--- src/rtl/commit_cost_tracker_if.sv ---
// commit_cost_tracker_if: stage fire pulses and I-cache status in, commit beat out.
// CCT_TOTALS_EN adds the total_cycles / total_commits counters.
interface commit_cost_tracker_if #(
  parameter int CNT_W = 64
);
  logic             ifu_fire;
  logic             idu_fire;
  logic             exu_fire;
  logic             lsu_fire;
  logic             wbu_fire;
  logic             icache_lookup;
  logic             icache_miss;
  logic             commit_en;
  logic [CNT_W-1:0] icache_cost;
  logic [CNT_W-1:0] icache_miss_cost;
  logic [CNT_W-1:0] idu_cost;
  logic [CNT_W-1:0] exu_cost;
  logic [CNT_W-1:0] lsu_cost;
  logic [CNT_W-1:0] wbu_cost;
  logic             icache_need;
  logic             icache_hit;
  logic             order_err;
`ifdef CCT_TOTALS_EN
  logic [CNT_W-1:0] total_cycles;
  logic [CNT_W-1:0] total_commits;

  modport master (
    output ifu_fire, idu_fire, exu_fire,
    output lsu_fire, wbu_fire,
    output icache_lookup, icache_miss,
    input  commit_en, icache_cost,
    input  icache_miss_cost, idu_cost,
    input  exu_cost, lsu_cost, wbu_cost,
    input  icache_need, icache_hit,
    input  order_err,
    input  total_cycles, total_commits
  );

  modport slave (
    input  ifu_fire, idu_fire, exu_fire,
    input  lsu_fire, wbu_fire,
    input  icache_lookup, icache_miss,
    output commit_en, icache_cost,
    output icache_miss_cost, idu_cost,
    output exu_cost, lsu_cost, wbu_cost,
    output icache_need, icache_hit,
    output order_err,
    output total_cycles, total_commits
  );
`else
  modport master (
    output ifu_fire, idu_fire, exu_fire,
    output lsu_fire, wbu_fire,
    output icache_lookup, icache_miss,
    input  commit_en, icache_cost,
    input  icache_miss_cost, idu_cost,
    input  exu_cost, lsu_cost, wbu_cost,
    input  icache_need, icache_hit,
    input  order_err
  );

  modport slave (
    input  ifu_fire, idu_fire, exu_fire,
    input  lsu_fire, wbu_fire,
    input  icache_lookup, icache_miss,
    output commit_en, icache_cost,
    output icache_miss_cost, idu_cost,
    output exu_cost, lsu_cost, wbu_cost,
    output icache_need, icache_hit,
    output order_err
  );
`endif
endinterface

--- src/rtl/commit_cost_tracker.sv ---
// commit_cost_tracker: per-stage cycle accounting, one commit beat per retire.
// Define CCT_TOTALS_EN for saturating total cycle/commit counters.
module commit_cost_tracker #(
  parameter int CNT_W = 64
) (
  input logic                  clock,
  input logic                  reset,
  commit_cost_tracker_if.slave bus
);
  typedef enum logic [2:0] {
    S_IF, S_ID, S_EX, S_LS, S_WB
  } state_t;

  localparam logic [CNT_W-1:0] MAX = '1;
  localparam logic [CNT_W-1:0] ONE = CNT_W'(1);

  state_t           state;
  state_t           stateNext;
  state_t           nextOnFire;
  logic [4:0]       fires;
  logic [4:0]       want;
  logic             accept;
  logic             wrongFire;
  logic             inIf;
  logic             commitNow;

  logic [CNT_W-1:0] cur;
  logic [CNT_W-1:0] curNow;
  logic [CNT_W-1:0] missCnt;
  logic [CNT_W-1:0] missNow;
  logic             need;
  logic             needNow;

  logic [CNT_W-1:0] icCostQ;
  logic [CNT_W-1:0] missCostQ;
  logic [CNT_W-1:0] idCostQ;
  logic [CNT_W-1:0] exCostQ;
  logic [CNT_W-1:0] lsCostQ;
  logic             needQ;

  assign fires = {
    bus.wbu_fire, bus.lsu_fire,
    bus.exu_fire, bus.idu_fire,
    bus.ifu_fire
  };

  assign inIf = (state == S_IF);

  // cur holds cycles already spent; curNow includes this one
  assign curNow = (cur == MAX) ? cur : cur + ONE;

  assign missNow =
    (inIf && bus.icache_miss && missCnt != MAX)
    ? missCnt + ONE : missCnt;

  assign needNow = need | (inIf & bus.icache_lookup);

  always_ff @(posedge clock or negedge reset) begin
    if (!reset) begin
      state <= S_IF;
    end else begin
      state <= stateNext;
    end
  end

  always_comb begin
    want       = 5'b00000;
    nextOnFire = state;
    stateNext  = state;
    unique case (state)
      S_IF: begin
        want       = 5'b00001;
        nextOnFire = S_ID;
      end
      S_ID: begin
        want       = 5'b00010;
        nextOnFire = S_EX;
      end
      S_EX: begin
        want       = 5'b00100;
        nextOnFire = S_LS;
      end
      S_LS: begin
        want       = 5'b01000;
        nextOnFire = S_WB;
      end
      S_WB: begin
        want       = 5'b10000;
        nextOnFire = S_IF;
      end
      default: begin
        want       = 5'b00000;
        nextOnFire = S_IF;
      end
    endcase
    accept    = |(fires & want);
    wrongFire = |(fires & ~want);
    commitNow = accept && (state == S_WB);
    if (accept) begin
      stateNext = nextOnFire;
    end
  end

  always_ff @(posedge clock or negedge reset) begin
    if (!reset) begin
      cur       <= '0;
      missCnt   <= '0;
      need      <= 1'b0;
      icCostQ   <= '0;
      missCostQ <= '0;
      needQ     <= 1'b0;
      idCostQ   <= '0;
      exCostQ   <= '0;
      lsCostQ   <= '0;
    end else begin
      cur <= accept ? '0 : curNow;
      if (inIf && accept) begin
        icCostQ   <= curNow;
        missCostQ <= missNow;
        needQ     <= needNow;
        missCnt   <= '0;
        need      <= 1'b0;
      end else begin
        missCnt   <= missNow;
        need      <= needNow;
      end
      if (accept && state == S_ID) begin
        idCostQ <= curNow;
      end
      if (accept && state == S_EX) begin
        exCostQ <= curNow;
      end
      if (accept && state == S_LS) begin
        lsCostQ <= curNow;
      end
    end
  end

  // Commit beat: wbu cost is taken live from the fire cycle
  always_ff @(posedge clock or negedge reset) begin
    if (!reset) begin
      bus.commit_en        <= 1'b0;
      bus.icache_cost      <= '0;
      bus.icache_miss_cost <= '0;
      bus.idu_cost         <= '0;
      bus.exu_cost         <= '0;
      bus.lsu_cost         <= '0;
      bus.wbu_cost         <= '0;
      bus.icache_need      <= 1'b0;
      bus.icache_hit       <= 1'b0;
      bus.order_err        <= 1'b0;
    end else begin
      bus.commit_en <= commitNow;
      bus.order_err <= bus.order_err | wrongFire;
      if (commitNow) begin
        bus.icache_cost      <= icCostQ;
        bus.icache_miss_cost <= missCostQ;
        bus.idu_cost         <= idCostQ;
        bus.exu_cost         <= exCostQ;
        bus.lsu_cost         <= lsCostQ;
        bus.wbu_cost         <= curNow;
        bus.icache_need      <= needQ;
        bus.icache_hit       <= needQ && (missCostQ == '0);
      end
    end
  end

`ifdef CCT_TOTALS_EN
  always_ff @(posedge clock or negedge reset) begin
    if (!reset) begin
      bus.total_cycles  <= '0;
      bus.total_commits <= '0;
    end else begin
      if (bus.total_cycles != MAX) begin
        bus.total_cycles <= bus.total_cycles + ONE;
      end
      if (commitNow && bus.total_commits != MAX) begin
        bus.total_commits <= bus.total_commits + ONE;
      end
    end
  end
`endif

endmodule
--- src/flat_wrapper.sv ---
// flat-port wrapper written by rule: the top's interface ports become plain ports
module commit_cost_tracker_flat 
#(
  parameter int CNT_W = 64
)
  (clock, reset, bus_ifu_fire, bus_idu_fire, bus_exu_fire, bus_lsu_fire, bus_wbu_fire, bus_icache_lookup, bus_icache_miss, bus_commit_en, bus_icache_cost, bus_icache_miss_cost, bus_idu_cost, bus_exu_cost, bus_lsu_cost, bus_wbu_cost, bus_icache_need, bus_icache_hit, bus_order_err);
  commit_cost_tracker_if #(.CNT_W(CNT_W)) bus_i ();
  input logic clock;
  input logic reset;
  input wire logic [$bits(bus_i.ifu_fire)-1:0] bus_ifu_fire;
  input wire logic [$bits(bus_i.idu_fire)-1:0] bus_idu_fire;
  input wire logic [$bits(bus_i.exu_fire)-1:0] bus_exu_fire;
  input wire logic [$bits(bus_i.lsu_fire)-1:0] bus_lsu_fire;
  input wire logic [$bits(bus_i.wbu_fire)-1:0] bus_wbu_fire;
  input wire logic [$bits(bus_i.icache_lookup)-1:0] bus_icache_lookup;
  input wire logic [$bits(bus_i.icache_miss)-1:0] bus_icache_miss;
  output wire logic [$bits(bus_i.commit_en)-1:0] bus_commit_en;
  output wire logic [$bits(bus_i.icache_cost)-1:0] bus_icache_cost;
  output wire logic [$bits(bus_i.icache_miss_cost)-1:0] bus_icache_miss_cost;
  output wire logic [$bits(bus_i.idu_cost)-1:0] bus_idu_cost;
  output wire logic [$bits(bus_i.exu_cost)-1:0] bus_exu_cost;
  output wire logic [$bits(bus_i.lsu_cost)-1:0] bus_lsu_cost;
  output wire logic [$bits(bus_i.wbu_cost)-1:0] bus_wbu_cost;
  output wire logic [$bits(bus_i.icache_need)-1:0] bus_icache_need;
  output wire logic [$bits(bus_i.icache_hit)-1:0] bus_icache_hit;
  output wire logic [$bits(bus_i.order_err)-1:0] bus_order_err;
  assign bus_i.ifu_fire = bus_ifu_fire;
  assign bus_i.idu_fire = bus_idu_fire;
  assign bus_i.exu_fire = bus_exu_fire;
  assign bus_i.lsu_fire = bus_lsu_fire;
  assign bus_i.wbu_fire = bus_wbu_fire;
  assign bus_i.icache_lookup = bus_icache_lookup;
  assign bus_i.icache_miss = bus_icache_miss;
  assign bus_commit_en = bus_i.commit_en;
  assign bus_icache_cost = bus_i.icache_cost;
  assign bus_icache_miss_cost = bus_i.icache_miss_cost;
  assign bus_idu_cost = bus_i.idu_cost;
  assign bus_exu_cost = bus_i.exu_cost;
  assign bus_lsu_cost = bus_i.lsu_cost;
  assign bus_wbu_cost = bus_i.wbu_cost;
  assign bus_icache_need = bus_i.icache_need;
  assign bus_icache_hit = bus_i.icache_hit;
  assign bus_order_err = bus_i.order_err;
  commit_cost_tracker #(.CNT_W(CNT_W)) u_core (.clock(clock), .reset(reset), .bus(bus_i));
endmodule
--- config.mk ---
export PLATFORM = sky130hd
export DESIGN_NAME = commit_cost_tracker_flat
export DESIGN_NICKNAME = d
export VERILOG_FILES = /design/src/rtl/commit_cost_tracker_if.sv /design/src/rtl/commit_cost_tracker.sv /design/src/flat_wrapper.sv
export SDC_FILE = /design/constraint.sdc
export NUM_CORES = 2
export LEC_CHECK = 0
export ABC_AREA = 1
export BUFFER_PORTS_ARGS = -buffer_cell sky130_fd_sc_hd__buf_4
export CAP_MARGIN = 20
export CORE_AREA = 4 4 326 328
export DETAILED_ROUTE_END_ITERATION = 16
export DIE_AREA = 0 0 330 332
export HOLD_SLACK_MARGIN = 0.15
export PLACE_DENSITY = 0.55
export SLEW_MARGIN = 20
export SYNTH_ARGS = -nofsm -noshare
export SYNTH_HDL_FRONTEND = slang
export SYNTH_SLANG_ARGS = --single-unit
--- constraint.sdc ---
create_clock -name clock -period 4.7 [get_ports clock]
set_input_delay 0.47 -clock clock [delete_from_list [all_inputs] [get_ports clock]]
set_output_delay 0.47 -clock clock [all_outputs]
set_load 0.01 [all_outputs]
# Yosys cells after proc, flatten, opt, wreduce, memory -nomap -nowiden
# Index checks and enable logic that the tools add are counted.
totals:
  register_bits: 841
  inputBits: 9
  output_inout_bits: 388
  word_cells: 53
classes:
  add_sub_neg: 2
  n_eq_ne: 6
  mux: 7
  bitwise_logic: 6
  reduce_logical: 12
op_table:
  columns: ["cell", "n"]
  rows:
  - ["2-to-1 mux 64 bit", 4]
  - ["adder 64 x 1 -> 64 bit (second input constant)", 2]
  - ["equality test 64 bit (second input constant)", 1]
  - ["zero test 64 bit", 1]
  - ["inequality test 64 bit (second input constant)", 1]
  - ["one-hot mux 5 bit (5 select lines)", 1]
  - ["one-hot mux 3 bit (4 select lines)", 1]
  - ["AND 5 bit", 2]
  - ["OR reduction 5 bit", 2]
  - ["logical AND 1 bit", 8]
  - ["equality test 3 x 2 -> 1 bit (second input constant)", 2]
  - ["NOT 5 bit", 1]
  - ["equality test 3 x 1 -> 1 bit (second input constant)", 1]
  - ["equality test 3 bit (second input constant)", 1]
  - ["zero test 3 bit", 1]
  - ["OR 1 bit", 2]
  - ["AND 1 bit", 1]
  - ["2-to-1 mux 1 bit", 1]

# Depth between registers and ports, before layout
depth:
  ltp_word: 6
  ltp_mapped: 15

# Worst setup path before layout
# OpenSTA, ideal clock, no wires.
synth_timing:
  kind: "register to register"
  startpoint: "register u_core.missCnt[0]"
  endpoint: "register u_core.missCostQ[58]"
  setup_time_ps: 117
  t_arrival_ps: 1907
  required_ps: 4583
  setup_slack_ps: 2675
  stages_incl_launch_ff: 16
  period_less_slack_ps: 2025
  path_cell_list: "dfrtp_1 > ha_1 > buf_4 > inv_2 > nor2_8 > nand2_4 > nor2_4 > nand2_2 > nor2_4 > nor2_4 > buf_6 > buf_6 > nand2_1 > nand2_1 > nand2_1 > nand2_1"
synth_via:
  elab_chain_len: 3
  elab_cells_between_ends: 4
  classes_between: "1 x add/sub; 1 x eq/ne; 1 x mux; 1 x reduce/logical"
synth_rtl:
  columns: ["element", "line", "text"]
  rows:
  - ["from (decl)", "commit_cost_tracker.sv:29", "logic [CNT_W-1:0] missCnt;"]
  - ["from (signal assigned)", "commit_cost_tracker.sv:124", "missCnt <= missNow;"]
  - ["branches (longest 2 deep; another with adder 64 x 1 -> 64 bit)", null, null]
  - ["2-to-1 mux 64 bit (*)", "commit_cost_tracker.sv:54", "? missCnt + ONE : missCnt;"]
  - ["to (signal assigned)", "commit_cost_tracker.sv:119", "missCostQ <= missNow;"]
  - ["to (decl)", "commit_cost_tracker.sv:35", "logic [CNT_W-1:0] missCostQ;"]
# Every way passes the cells marked *.
# A chain may end at the register's enable or synchronous reset.

# Worst setup path in the final report
layout_timing:
  startpoint: "register u_core.cur[0]"
  endpoint: "register u_core.icCostQ[53]"
layout_via:
  elab_chain_len: 2
  elab_cells_between_ends: 3
  classes_between: "1 x add/sub; 1 x eq/ne; 1 x mux"
layout_rtl:
  columns: ["element", "line", "text"]
  rows:
  - ["from (decl)", "commit_cost_tracker.sv:27", "logic [CNT_W-1:0] cur;"]
  - ["from (signal assigned)", "commit_cost_tracker.sv:116", "cur <= accept ? '0 : curNow;"]
  - ["adder 64 x 1 -> 64 bit or equality test 64 bit (tied branches)", "commit_cost_tracker.sv:50", "assign curNow = (cur == MAX) ? cur : cur + ONE;"]
  - ["2-to-1 mux 64 bit (*)", "commit_cost_tracker.sv:50", null]
  - ["to (signal assigned)", "commit_cost_tracker.sv:118", "icCostQ <= curNow;"]
  - ["to (decl)", "commit_cost_tracker.sv:34", "logic [CNT_W-1:0] icCostQ;"]
# Every way passes the cells marked *; elsewhere a longest branch is shown, timed or not.

==> results.toml <==
[timing]
rsz0062_at_grt = "false"
fmax_mhz = 291
holdWs_ns = 0.201
slew_headroom_pct = 17.5
period_needed_ns = 3.44
fin_tns_setup_ns = 0
setup_viol = 0
fin_skew_ns = 0.0328
final-hold-violation-count = 0
finalCritPeriodShare_pct = 73.2
worst_pin_slew_ns = 1.24
slew_viol_final = 0
setup_ws_ns = 1.26

[cts]
cts_root_buffer = "clkbuf_16"
tritoncts = "yes"
cts_setup_buffers = 0
cts_sinks = 841
clkTransAtPathRegs_ns = 0.06
cts_inserted_buffers = 94
clk_latency_ns = 0.68
clockBufferDepth = 3
cts_max_level = 3

[critical_path]
path_cells = "ha_1, nand3_2, inv_2, nand2_2, inv_2, nand3_2, nor2_2, nand3_2, buf_4, nand3_1, nand2_1, o21ai_1"
startpoint_type = "register"
critical-path-slowest-cell = "buf_4"
slowest_delay_ns = 0.58
cp_common_cell = "nand3_2"
critical_path_class = "reg2reg"
path_max_fanout = 44
cp-end-kind = "register"
cp.arrival_ns = 4.00
cp.required_ns = 5.26

[placement]
place_congestion = 0.940
pre_cts_slack_ns = 1.30
io_buffers = 396
dp_hpwl_mm = 86.7

[global_route]
gr-total-overflow = 0
grt_pass1_wl_mm = 185
track_usage_pct = 22.2
grt_pass1_vias = 28600
antenna_found_initial = 2
grt_max_degree = 205

[synthesis]
synth_async_sr_flop_share_pct = 100
ys_top_cells_by_count = "nand2_1 (2013), dfrtp_1 (841), inv_1 (364)"
syn_avg_cell_area_um2 = 8.13
synth_top_area_share_pct = 58.4
synth.area.top_cells = "dfrtp_1 (58%), nand2_1 (21%), o21ai_0 (3.9%)"
synthCells = 4433
yosysWarnings = 0
synth_ff_type = "dfrtp_1"
synth_seq_cells = 841
yosysSeqAreaShare_pct = 58.4
yosys.cell_types.count = 35
synth-edff-count = 0
synthesis.nets = 4444
netlist_area_um2 = 36000
synth.most_common_cell = "nand2_1"
yosysTopAreaCell = "dfrtp_1"

[final_layout]
fillCellCount = 10500
drive_gt1_share_pct = 13.6
fin_util_pct = 42.3
areaGrowthSynthToFinish_pct = 21.1
nNetsFinal = 4784

[floorplanning]
die_x_um = 330
start_util_pct = 34.9
fp.dieArea_um2 = 110000
num_rows = 118
coreArea_um2 = 103000
die_h_um = 332
pin_count = 397

[power_and_ir_drop]
peakVddDrop_uv = 542
power.switching_uw = 6650
comb_power_share_pct = 20.4
p_seq_share_pct = 43.3
power_density_nw_per_um2 = 481
total_power_uw = 21000
internal_power_uw = 14300
swShare_pct = 31.7
pwr-share-clk_pct = 36.3
leakage_uw = 0.0222

[run]
cap_violations = 0

[route]
dr.pass1.iters = 5
drc = 0
num_vias = 29500
wl_per_cell_um = 19.7
drt-vias-per-instance = 4.73
drt-total-wl_mm = 123
ant_nets = 0
drt_iter0_drc = 2182

[status]
status = "finished clean"

[hold_path]
hp-class = "in2reg"
==> layout make-up <==
class                   count  area, µm²  share of cell area [%]
well taps                1380       1730                    3.96
flip-flops and latches    841      21000                    48.2
inverters                 375       1420                    3.25
clock buffers             134       2730                    6.27
multi-input cells        3028      12800                    29.4
diodes                      3       7.51                  0.0172
repair buffers            433       3410                    7.82
clock inverters            37        468                    1.07
==> power groups by stage <==
stage                     Clock, µW  Sequential [µW]  Combinational, µW
after detailed placement          0             9220               4380
final                          7620             9090               4280
after global placement            0             9210               4300
after global routing           8080             9190               4740
after CTS                      7790             9110               4400
after floorplan                   0             9260               1760
==> placed cells by master (no fill, tap or decap), types with 4 or more instances in the layout <==
cell type and count:
a21oi_1 28, a31oi_1 5, and2_1 5, buf_12 10
buf_4 417, bufinv_16 8, clkbuf_1 18, clkbuf_16 95
clkbuf_8 21, clkinv_2 17, dfrtp_1 841, dlygate4sd3_1 4
inv_1 362, inv_2 10, inv_6 4, nand2_1 2012
nand2_2 7, nand3_1 82, nand3_2 28, nand4_1 51
nor2_1 295, nor2_2 10, nor2_4 7, nor3_1 34
nor4_1 13, o21ai_0 279, o21ai_1 113, or2_2 5
xnor2_1 9, xor2_1 34
==> through the flow <==
step	cells	cell area, µm²
after global routing	6228	43600
after detailed placement	6053	40400
final	6231	43600
after CTS	6228	43600
after floorplan	4433	36000
after global placement	6052	40400
==> worst max-delay path: cells and delay by family, from the launching register on <==
kind,cells,cell delay [ns]
AO/OA/AOI/OAI,1,0.13
adder cells (fa/ha/maj),1,0.35
buffers and inverters,3,0.80
flip-flops,1,0.48
AND/OR/NAND/NOR,7,1.52
==> worst paths after layout <==
check	cells after the start	endpoint	slack, ns	from
setup / recovery	12	u_core.icCostQ[53]$_DFFE_PN0P_	1.26	u_core.cur[0]$_DFF_PN0_
hold / removal	4	u_core.need$_DFF_PN0_	0.20	bus_icache_lookup
setup reg to reg	12	u_core.icCostQ[53]$_DFFE_PN0P_	1.26	u_core.cur[0]$_DFF_PN0_
hold reg to reg	2	u_core.bus.icache_cost[50]$_DFFE_PN0P_	0.46	u_core.icCostQ[50]$_DFFE_PN0P_
max in group asynchronous	3	u_core.bus.lsu_cost[20]$_DFFE_PN0P_	2.96	reset
min in group asynchronous	2	u_core.bus.icache_miss_cost[9]$_DFFE_PN0P_	0.37	reset
==> logic make-up after synthesis <==
| group | count (synthesis) | synth area share [%] |
|---|---|---|
| xor gates and xnor gates | 44 | 1.09 |
| buffers and inverters | 564 | 6.11 |
| DFF | 841 | 58.4 |
| AOI/OAI and AO/OA | 428 | 6.00 |
| and+or+nand+nor | 2554 | 28.3 |
| adders and majority gates | 2 | 0.0694 |
==> layer usage <==
metal	vias to the layer above	share of wire [%]	GRT usage [%]
li1	14400	-	-
met1	14300	44	29.7
met2	687	49	37.2
met3	157	5.2	3.75
met4	0	2.4	6.03
met5	-	0	0
==> repair_timing <==
action                                 in CTS  in global routing
endpoints found under the hold margin      50                  0
hold buffers                                4                  0
gates resized for setup                     0                  0
Note: power is estimated with default switching activity, not from simulation.
